[src/rtl/mac_tx_pkg.sv]
// Shared definitions for the MAC TX FIFO write-side arbiter: FSM encoding,
// FIFO word tag positions and default packet length limit.
package mac_tx_pkg;

  typedef enum logic [1:0] {
    ST_IDLE = 2'd0,
    ST_XFER = 2'd1,
    ST_DROP = 2'd2
  } state_t;

  localparam int DEFAULT_DATA_WIDTH    = 16;
  localparam int DEFAULT_MAX_PKT_WORDS = 1024;

  // FIFO word layout is {sop, eop, data}
  function automatic int sop_bit(input int data_width);
    return data_width + 1;
  endfunction

  function automatic int eop_bit(input int data_width);
    return data_width;
  endfunction

endpackage

[src/rtl/mac_tx_fifo_arbiter_rr_arb2.sv]
// Two-way round-robin pick: a lone eligible requester wins, a tie goes to the
// requester that did not own the previous grant.
module rr_arb2
  import mac_tx_pkg::*;
(
  input  logic [1:0] eligible,
  input  logic       last_grant,
  output logic [1:0] pick
);

  always_comb begin
    pick = 2'b00;
    case (eligible)
      2'b01:   pick = 2'b01;
      2'b10:   pick = 2'b10;
      2'b11:   pick = last_grant ? 2'b01 : 2'b10;
      default: pick = 2'b00;
    endcase
  end

endmodule

[src/rtl/mac_tx_fifo_arbiter.sv]
// Packet-granular round-robin arbiter feeding the MAC TX FIFO write port,
// with almost_full throttling and forced truncation of over-long packets.
module mac_tx_fifo_arbiter
  import mac_tx_pkg::*;
#(
  parameter int DATA_WIDTH    = DEFAULT_DATA_WIDTH,
  parameter int MAX_PKT_WORDS = DEFAULT_MAX_PKT_WORDS,
  parameter int CNT_WIDTH     = 16
) (
  input  logic                  wr_clk,
  input  logic                  ainit,
  input  logic [DATA_WIDTH-1:0] req0_data,
  input  logic                  req0_valid,
  input  logic                  req0_sop,
  input  logic                  req0_eop,
  output logic                  req0_ready,
  input  logic [DATA_WIDTH-1:0] req1_data,
  input  logic                  req1_valid,
  input  logic                  req1_sop,
  input  logic                  req1_eop,
  output logic                  req1_ready,
  output logic [DATA_WIDTH+1:0] fifo_din,
  output logic                  fifo_wr_en,
  input  logic                  fifo_full,
  input  logic                  fifo_almost_full,
  output logic [1:0]            grant,
  output logic                  trunc_pulse,
  output logic [CNT_WIDTH-1:0]  pkt_cnt0,
  output logic [CNT_WIDTH-1:0]  pkt_cnt1
);

  localparam int WCW     = $clog2(MAX_PKT_WORDS + 1);
  localparam int SOP_BIT = sop_bit(DATA_WIDTH);
  localparam int EOP_BIT = eop_bit(DATA_WIDTH);
  localparam logic [WCW-1:0] LAST_WORD = WCW'(MAX_PKT_WORDS - 1);

  state_t                state_reg, state_next;
  logic [1:0]            grant_reg, grant_next;
  logic                  last_grant_reg, last_grant_next;
  logic [WCW-1:0]        word_cnt_reg, word_cnt_next;
  logic                  first_reg, first_next;
  logic [DATA_WIDTH+1:0] din_reg, din_next;
  logic                  wr_en_reg, wr_en_next;
  logic                  trunc_reg, trunc_next;
  logic [CNT_WIDTH-1:0]  cnt0_reg, cnt0_next;
  logic [CNT_WIDTH-1:0]  cnt1_reg, cnt1_next;

  logic                  owner;
  logic                  owner_valid;
  logic                  owner_eop;
  logic [DATA_WIDTH-1:0] owner_data;
  logic [1:0]            eligible;
  logic [1:0]            pick;
  logic                  can_write;
  logic                  at_limit;
  logic [DATA_WIDTH+1:0] word_out;

  assign owner       = grant_reg[1];
  assign owner_valid = owner ? req1_valid : req0_valid;
  assign owner_eop   = owner ? req1_eop   : req0_eop;
  assign owner_data  = owner ? req1_data  : req0_data;
  assign eligible    = {req1_valid && req1_sop, req0_valid && req0_sop};
  assign can_write   = !fifo_almost_full && !fifo_full;
  assign at_limit    = (word_cnt_reg == LAST_WORD);

  rr_arb2 u_rr_arb2 (
    .eligible   (eligible),
    .last_grant (last_grant_reg),
    .pick       (pick)
  );

  // Source sop is ignored here: only the first word of a grant carries SOP.
  always_comb begin
    word_out                   = '0;
    word_out[DATA_WIDTH-1:0]   = owner_data;
    word_out[EOP_BIT]          = owner_eop || at_limit;
    word_out[SOP_BIT]          = first_reg;
  end

  always_comb begin
    state_next      = state_reg;
    grant_next      = grant_reg;
    last_grant_next = last_grant_reg;
    word_cnt_next   = word_cnt_reg;
    first_next      = first_reg;
    din_next        = din_reg;
    wr_en_next      = 1'b0;
    trunc_next      = 1'b0;
    cnt0_next       = cnt0_reg;
    cnt1_next       = cnt1_reg;
    req0_ready      = 1'b0;
    req1_ready      = 1'b0;

    case (state_reg)
      ST_IDLE: begin
        // Stray mid-packet words are swallowed while nobody owns the FIFO.
        req0_ready = req0_valid && !req0_sop;
        req1_ready = req1_valid && !req1_sop;
        if (pick != 2'b00) begin
          grant_next    = pick;
          state_next    = ST_XFER;
          word_cnt_next = '0;
          first_next    = 1'b1;
        end
      end

      ST_XFER: begin
        if (owner) req1_ready = can_write;
        else       req0_ready = can_write;
        if (owner_valid && can_write) begin
          wr_en_next    = 1'b1;
          din_next      = word_out;
          word_cnt_next = word_cnt_reg + 1'b1;
          first_next    = 1'b0;
          if (owner_eop || at_limit) begin
            if (owner) cnt1_next = cnt1_reg + 1'b1;
            else       cnt0_next = cnt0_reg + 1'b1;
            last_grant_next = owner;
            if (owner_eop) begin
              grant_next = 2'b00;
              state_next = ST_IDLE;
            end else begin
              trunc_next = 1'b1;
              state_next = ST_DROP;
            end
          end
        end
      end

      ST_DROP: begin
        if (owner) req1_ready = 1'b1;
        else       req0_ready = 1'b1;
        if (owner_valid && owner_eop) begin
          grant_next = 2'b00;
          state_next = ST_IDLE;
        end
      end

      default: begin
        grant_next = 2'b00;
        state_next = ST_IDLE;
      end
    endcase
  end

  always_ff @(posedge wr_clk or posedge ainit) begin
    if (ainit) begin
      state_reg      <= ST_IDLE;
      grant_reg      <= 2'b00;
      last_grant_reg <= 1'b1;
      word_cnt_reg   <= '0;
      first_reg      <= 1'b0;
      din_reg        <= '0;
      wr_en_reg      <= 1'b0;
      trunc_reg      <= 1'b0;
      cnt0_reg       <= '0;
      cnt1_reg       <= '0;
    end else begin
      state_reg      <= state_next;
      grant_reg      <= grant_next;
      last_grant_reg <= last_grant_next;
      word_cnt_reg   <= word_cnt_next;
      first_reg      <= first_next;
      din_reg        <= din_next;
      wr_en_reg      <= wr_en_next;
      trunc_reg      <= trunc_next;
      cnt0_reg       <= cnt0_next;
      cnt1_reg       <= cnt1_next;
    end
  end

  assign fifo_din    = din_reg;
  assign fifo_wr_en  = wr_en_reg;
  assign grant       = grant_reg;
  assign trunc_pulse = trunc_reg;
  assign pkt_cnt0    = cnt0_reg;
  assign pkt_cnt1    = cnt1_reg;

endmodule

[config.mk]
export PLATFORM = sky130hd
export DESIGN_NAME = mac_tx_fifo_arbiter
export DESIGN_NICKNAME = d
export VERILOG_FILES = /design/src/rtl/mac_tx_pkg.sv /design/src/rtl/mac_tx_fifo_arbiter_rr_arb2.sv /design/src/rtl/mac_tx_fifo_arbiter.sv
export SDC_FILE = /design/constraint.sdc
export NUM_CORES = 1
export LEC_CHECK = 0
export BUFFER_PORTS_ARGS = -buffer_cell sky130_fd_sc_hd__buf_2
export CAP_MARGIN = 40
export CORE_AREA = 2 2 94 73
export CTS_CLUSTER_DIAMETER = 30
export DETAILED_ROUTE_END_ITERATION = 12
export DIE_AREA = 0 0 96 75
export HOLD_SLACK_MARGIN = 0.02
export PLACE_DENSITY = 0.88
export SLEW_MARGIN = 30
export SYNTH_ARGS = -nofsm -noshare
export SYNTH_HDL_FRONTEND = slang
export SYNTH_SLANG_ARGS = --single-unit
[constraint.sdc]
create_clock -name wr_clk -period 2.9 [get_ports wr_clk]
set_input_delay 0.29 -clock wr_clk [delete_from_list [all_inputs] [get_ports wr_clk]]
set_output_delay 0.29 -clock wr_clk [all_outputs]
set_load 0.005 [all_outputs]
==> implementation parameters, run 1 <==
Parameter                              Value

Detailed routing
  Initial DRC count    294
  DRC violation count after routing    0
  Number of optimization iterations in the first detailed-route pass    4
  Routed length per instance    16.43 µm
  Vias    2,993
  Detail-routed via count per cell    5.767
  Sum of routed wire length over all layers    8.525 mm
  Antenna Violating Nets Remaining    0

Place
  GP Congestion    roughly 0.90
  Instance count after placement with tap cells included    501
  Port-buffer cells    97
  HPWL after detailed placement    5.874 mm

Global routing
  First-pass GRT wire length    13.36 mm
  Global route overflow    0
  Maximum number of pins on one net before global-route repair    43
  Overall global routing resource usage    24.43%
  Number of antenna violations at the first check in global routing    0
  Vias in the first global route    2,850

Yosys
  Mean instance size in the synthesized netlist    10.21 µm²
  Count of state elements after synthesis    69
  Part of the Yosys area used for sequential elements    50.51%
  Cell Area, Synth    0.003421 mm²
  Yosys warnings    0
  Synth area leader    sky130_fd_sc_hd__dfrtp_1
  Instance count of the mapped netlist    335
  Top cells by instance count after synthesis    68 x sky130_fd_sc_hd__dfrtp_1, 41 x sky130_fd_sc_hd__nand2_1, 19 x sky130_fd_sc_hd__o21ai_0
  EDFF count, synth    0
  Share of flip-flops with an asynchronous set or reset after synthesis    100.0%
  Synthesized netlist net count    380
  Count of distinct cell types in the synthesized netlist    46
  Area share of the largest cell type after synthesis    49.74%
  Most frequent cell after synthesis    sky130_fd_sc_hd__dfrtp_1
  Most used flip-flop cell after synthesis    sky130_fd_sc_hd__dfrtp_1
  Synth area leaders    sky130_fd_sc_hd__dfrtp_1 50%, sky130_fd_sc_hd__mux2i_1 5.3%, sky130_fd_sc_hd__nand2_1 4.5%

Final layout
  FF/Latch Area    0.001728 mm²
  Final Net Count    around 480
  Fraction of final layout cells with drive strength greater than 1    a little under a third
  Antenna cell count    0
  Layout filler cell count    487
  Non-filler instance count after layout    519
  Flip-flop count of the largest register, all copies and words added    18
  Area growth, synth to finish    24.58%
  Multi-input gate area    0.001585 mm²

Clocking
  Max Buffers Root-to-Sink    2
  Num Clock Sinks    69
  CTS tree    built
  Inserted Clock Buffers    9
  Clock insertion delay at the later pin of the skew report    between 300 and 400 ps
  Count of buffers added by post-CTS timing repair for setup    0
  H-tree level count    3
  Clock-pin transition on the worst setup and hold timing paths    roughly 70 ps
  Root cell of the clock tree    sky130_fd_sc_hd__clkbuf_8

STA
  Time the worst path needs with I/O delays and setup    2519 ps
  Number of pins exceeding their max-slew limit in the final report    0
  Endpoints failing setup    0
  Maximum clock frequency    397.0 MHz
  Worst-case headroom to the max-slew limit    66.35%
  Summed negative setup slack over all endpoints    0 ps
  Final clock skew    6.261 ps
  Endpoints failing hold    0
  Transition time at the pin with the least slew margin    503.1 ps
  Final worst-path cycle share    86.87%
  Final hold slack    213.4 ps
  Unrepaired setup endpoints after global routing    no

Power
  Power per cell area    720.4 mW/mm²
  Total leakage power    0.002104 µW
  VDD IR max    0.4352 mV

Worst setup path
  Critical Setup Path Class    flop to flop
  Highest net fanout along the worst path    42
  Worst reg2reg endpoint    pkt_cnt1[6]$_DFFE_PP0P_
  Critical path data required time    3160 ps
  CP endpoint kind    flop
  Count of cells along the worst register-to-register path    5
  R2R setup slack    380 ps
  Crit path arrival time    2780 ps
  CP startpoint kind    flop
  Launch instance of the worst register-to-register path    state_reg[0]$_DFFE_PP0P_

Min path
  Capture endpoint of the worst hold path    fifo_din[9]$_DFFE_PP0P_
  Tightest Hold Check Type    primary input to flop
  Hold Crit Start    req0_data[9]
  Hold Path Cell Cnt    3

Floorplanning
  Initial cell density of the core    a little over half
  Die extent in x    96 µm
  Area of the core    0.006225 mm²
  Overall die area    0.007200 mm²
  Rows    25
  Chip height    75 µm
  Count of pins on the block boundary    98

Flow run
  Max-cap violations    0

Run status
  Result of the run    completed
## cells by family (layout without fill, tap and decap cells)
family                   Yosys count  in the layout  synth area share, %
AO/OA/AOI/OAI                     54             54                9.510
buffers and inverters             28            131                3.365
adder cells (fa/ha/maj)            3              3                1.097
multiplexers                      21             21                6.254
AND/OR/NAND/NOR                  130            130                21.58
flip-flops                        69             69                50.51
XOR/XNOR                          30             30                7.681
## layout by cell type (no fill, tap or decap), drive strengths merged, types with 8 or more instances in the layout
cell,count
inv,9
nand4,18
or4,10
nand3,14
xor2,13
dfrtp,68
mux2i,18
a21oi,9
nor4,13
o21ai,25
xnor2,17
nand2,41
nor3,12
clkbuf,12
buf,105
o31ai,8
## worst max-delay path by stage
stage                        startpoint                       to  slack, ps  cells after the start
6_report       state_reg[0]$_DFFE_PP0P_  pkt_cnt1[6]$_DFFE_PP0P_        380                      5
4_1_cts        state_reg[0]$_DFFE_PP0P_  pkt_cnt1[6]$_DFFE_PP0P_        390                      5
5_1_grt        state_reg[0]$_DFFE_PP0P_  pkt_cnt1[6]$_DFFE_PP0P_        340                      5
3_3_place_gp           fifo_almost_full  pkt_cnt1[1]$_DFFE_PP0P_        520                      6
3_5_place_dp           fifo_almost_full  pkt_cnt1[6]$_DFFE_PP0P_        390                      6
2_1_floorplan                     ainit  fifo_din[0]$_DFFE_PP0P_        870                      1
## layer usage
metal | track usage (%) | up-vias | share of wire (%) | wire length (µm)
met1 | 31.17 | 1431 | 42 | 3611
met4 | 8.571 | 0 | 0.94 | 80
met2 | 39.58 | 132 | 48 | 4069
met3 | 8.008 | 9 | 9.0 | 764
li1 | - | 1421 | - | -
met5 | 0 | - | 0 | 0
## layout make-up
type,count,share of cell area (%)
Sequential cell,69,40.55
Multi-Input combinational cell,238,37.20
Timing Repair Buffer,106,13.80
Clock buffer,12,3.641
Tap cell,81,2.378
Clock inverter,4,1.644
Inverter,9,0.7927
## worst max-delay path: stages (launching register included)
cell and delay [ps]:
sky130_fd_sc_hd__dfrtp_1 390, sky130_fd_sc_hd__or3b_1 440, sky130_fd_sc_hd__or3_2 620, sky130_fd_sc_hd__buf_4 330, sky130_fd_sc_hd__nor4_1 430, sky130_fd_sc_hd__xor2_1 220
## where the power goes
part	leakage [µW]	internal [µW]	switching, µW
clock network	0.000116	529	359
registers	0.000915	1170	160
logic	0.00107	369	484
total	0.00210	2070	1000
## stage by stage
step / power [µW] / setup slack, ps / utilization, % / cell area (µm²)
floorplan: 1829 / 871.8 / - / 3421
global placement: 2152 / 524.9 / 64.24 / 3999
detailed placement: 2190 / 389.8 / 64.24 / 3999
CTS: 3080 / 387.6 / 67.86 / 4224
global route: 3229 / 339.2 / 68.46 / 4262
finish: 3070 / 380.9 / 68.46 / 4262
## what timing repair did
item / in CTS / in global routing
gates resized for setup: 0 / 0
endpoints found under the setup margin: 0 / 0
endpoints found under the hold margin: 0 / 14
hold buffers: 0 / 1
Note: power is estimated with default switching activity, not from simulation.
==> run 2: changes to the inputs <==
--- a/config.mk
+++ b/config.mk
@@ -12,7 +12,7 @@
 export DETAILED_ROUTE_END_ITERATION = 12
 export DIE_AREA = 0 0 96 75
 export HOLD_SLACK_MARGIN = 0.02
-export PLACE_DENSITY = 0.88
+export PLACE_DENSITY = 0.87
 export SLEW_MARGIN = 30
 export SYNTH_ARGS = -nofsm -noshare
 export SYNTH_HDL_FRONTEND = slang
==> run 2 against run 1 <==
Sequential share of layout area is essentially flat. Critical path depth is the same. Power grew 3.3%. Combinational power is essentially flat. Sequential power is essentially flat. First-iteration DRC count shrank 31%. Final area grew 0.12%. Largest power group unchanged. Wire length shrank 4.4%. Final cell count shrank 0.19%. Fmax grew 3.4%. Clock-buffer cell count shrank 1.
==> implementation parameters, run 2 (synthesized netlist as in run 1, its figures left out) <==
Parameter                              Value

STA
  Unrepaired setup endpoints after global routing    no
  Maximum clock frequency    410.5 MHz
  Endpoints failing setup    0
  Time the worst path needs with I/O delays and setup    2436 ps
  Final worst-path cycle share    ~84%
  Transition time at the pin with the least slew margin    543.3 ps
  Endpoints failing hold    0
  Summed negative setup slack over all endpoints    0 ps
  Number of pins exceeding their max-slew limit in the final report    0
  Final hold slack    about 220 ps
  Final clock skew    5.092 ps
  Worst-case headroom to the max-slew limit    63.67%

Detailed routing
  Number of optimization iterations in the first detailed-route pass    5
  Antenna Violating Nets Remaining    0
  Sum of routed wire length over all layers    slightly above 8 mm
  Detail-routed via count per cell    5.768
  Routed length per instance    ~16 µm
  DRC violation count after routing    0
  Vias    2,988
  Initial DRC count    203

Worst setup path
  Crit path arrival time    2700 ps
  Worst path depth    5
  CP endpoint kind    flop
  Sum of buffers and inverters on the critical path    1
  Worst stage delay on the critical path    590 ps
  CP startpoint kind    flop
  Critical path data required time    3160 ps
  Crit path max-delay cell type    sky130_fd_sc_hd__or3_2
  Cell family with the largest share of critical-path delay    simple AND/OR/NAND/NOR gates
  Count of cells along the worst register-to-register path    5
  Cells traversed along the worst timing path    or3b_1 > or3_2 > buf_4 > nor4_1 > xor2_1
  Highest net fanout along the worst path    44
  Critical Setup Path Class    flop to flop

Min path
  Hold Path Cell Cnt    3
  Tightest Hold Check Type    primary input to flop

Final layout
  Layout filler cell count    between 400 and 500
  Final Net Count    477
  Antenna cell count    0
  Area growth, synth to finish    24.73%
  Most common cell after layout, fill and taps aside    sky130_fd_sc_hd__buf_2
  Flip-flop count of the largest register, all copies and words added    18
  Post-route cell area    0.004267 mm²
  Highest-count cells in the layout ignoring fill and taps    97 x sky130_fd_sc_hd__buf_2, 68 x sky130_fd_sc_hd__dfrtp_1, 41 x sky130_fd_sc_hd__nand2_1, 19 x sky130_fd_sc_hd__o21ai_0
  FF/Latch Area    0.001728 mm²
  Fraction of final layout cells with drive strength greater than 1    30.66%
  Multi-input gate area    0.001585 mm²

Power
  VDD IR max    0.4673 mV
  Total leakage power    around 0.0021 µW
  Power per cell area    743.4 mW/mm²

Global routing
  Fraction of met2 tracks used by global routing    36.73%
  Number of antenna violations at the first check in global routing    0
  First-pass GRT wire length    between 10 and 15 mm
  Met1 capacity usage during global routing    33.42%
  Vias in the first global route    2,742
  Maximum number of pins on one net before global-route repair    66
  Met3 global-route usage    9.409%
  Overall global routing resource usage    24.47%
  Global route overflow    0
  Layer with the highest usage    met2

Clocking
  Root cell of the clock tree    sky130_fd_sc_hd__clkbuf_8
  Clock insertion delay at the later pin of the skew report    340 ps
  Num Clock Sinks    69
  Clock-pin transition on the worst setup and hold timing paths    70 ps
  Count of buffers added by post-CTS timing repair for setup    0
  Inserted Clock Buffers    9
  H-tree level count    3
  CTS tree    built
  Max Buffers Root-to-Sink    2

Floorplanning
  Area of the core    ~0.0062 mm²
  Count of pins on the block boundary    98
  Die extent in x    96 µm
  Initial cell density of the core    54.95%
  Rows    25
  Overall die area    0.007200 mm²
  Chip height    75 µm

Place
  Placed instance area    0.003999 mm²
  GP Congestion    0.9000
  HPWL after detailed placement    5.805 mm
  Port-buffer cells    between 90 and 100

Run status
  Result of the run    completed

Flow run
  Max-cap violations    0
[run 2: cell types whose count changed in the layout (fill, tap and decap cells not counted)]
cell and change:
sky130_fd_sc_hd__buf_16 -1, sky130_fd_sc_hd__bufinv_16 +1, sky130_fd_sc_hd__clkbuf_1 -1, sky130_fd_sc_hd__clkinv_2 -2
sky130_fd_sc_hd__clkinv_4 +1, sky130_fd_sc_hd__clkinvlp_4 +1
[run 2: stage by stage]
step                      setup slack (ps)  total power, µW  util [%]  instances
after floorplan                      871.8             1829         -        335
after global placement               554.0             2156     64.24        501
after detailed placement             501.6             2207     64.24        501
after CTS                            497.7             3200     68.54        518
after global routing                 342.1             3361     68.54        518
final                                463.8             3172     68.54        518
[run 2: cell type report]
cell class | instances | share of cell area, %
clock inverters | 5 | 2.493
inverters | 9 | 0.7918
multi-input cells | 238 | 37.16
flip-flops and latches | 69 | 40.50
clock buffers | 11 | 3.548
well taps | 81 | 2.375
repair buffers | 105 | 13.14
[run 2: worst paths after layout]
kind                                          start                    endpoint  slack [ps]
min                                   req0_data[11]    fifo_din[11]$_DFFE_PP0P_         220
max reg2reg                state_reg[0]$_DFFE_PP0P_    pkt_cnt1[10]$_DFFE_PP0P_         460
max in group asynchronous                     ainit  last_grant_reg$_DFFE_PP1P_        1980
min in group asynchronous                     ainit     fifo_din[0]$_DFFE_PP0P_         360
min reg2reg                pkt_cnt1[15]$_DFFE_PP0P_    pkt_cnt1[15]$_DFFE_PP0P_         470
max                        state_reg[0]$_DFFE_PP0P_    pkt_cnt1[10]$_DFFE_PP0P_         460
[run 2: per-layer routing]
metal  share of wire, %  up-vias
li1                   -     1418
met4                1.2        0
met5                  0        -
met3                 10        9
met2                 45      150
met1                 43     1411
[run 2: timing repair]
item	in CTS	in global routing
setup endpoints to repair	0	0
gates resized for setup	0	0
endpoints found under the hold margin	4	0
hold buffers	1	0
[run 2: power breakdown]
group | internal, µW | total [µW] | switching, µW
sequential | 1170 | 1340 | 170
combinational | 367 | 852 | 485
clock | 619 | 979 | 360
total | 2160 | 3170 | 1010
[run 2: worst register-to-register path, stage by stage (launching register included)]
cell                      delay (ps)
sky130_fd_sc_hd__dfrtp_1         390
sky130_fd_sc_hd__or3b_1          440
sky130_fd_sc_hd__or3_2           590
sky130_fd_sc_hd__buf_4           310
sky130_fd_sc_hd__nor4_1          450
sky130_fd_sc_hd__xor2_1          180
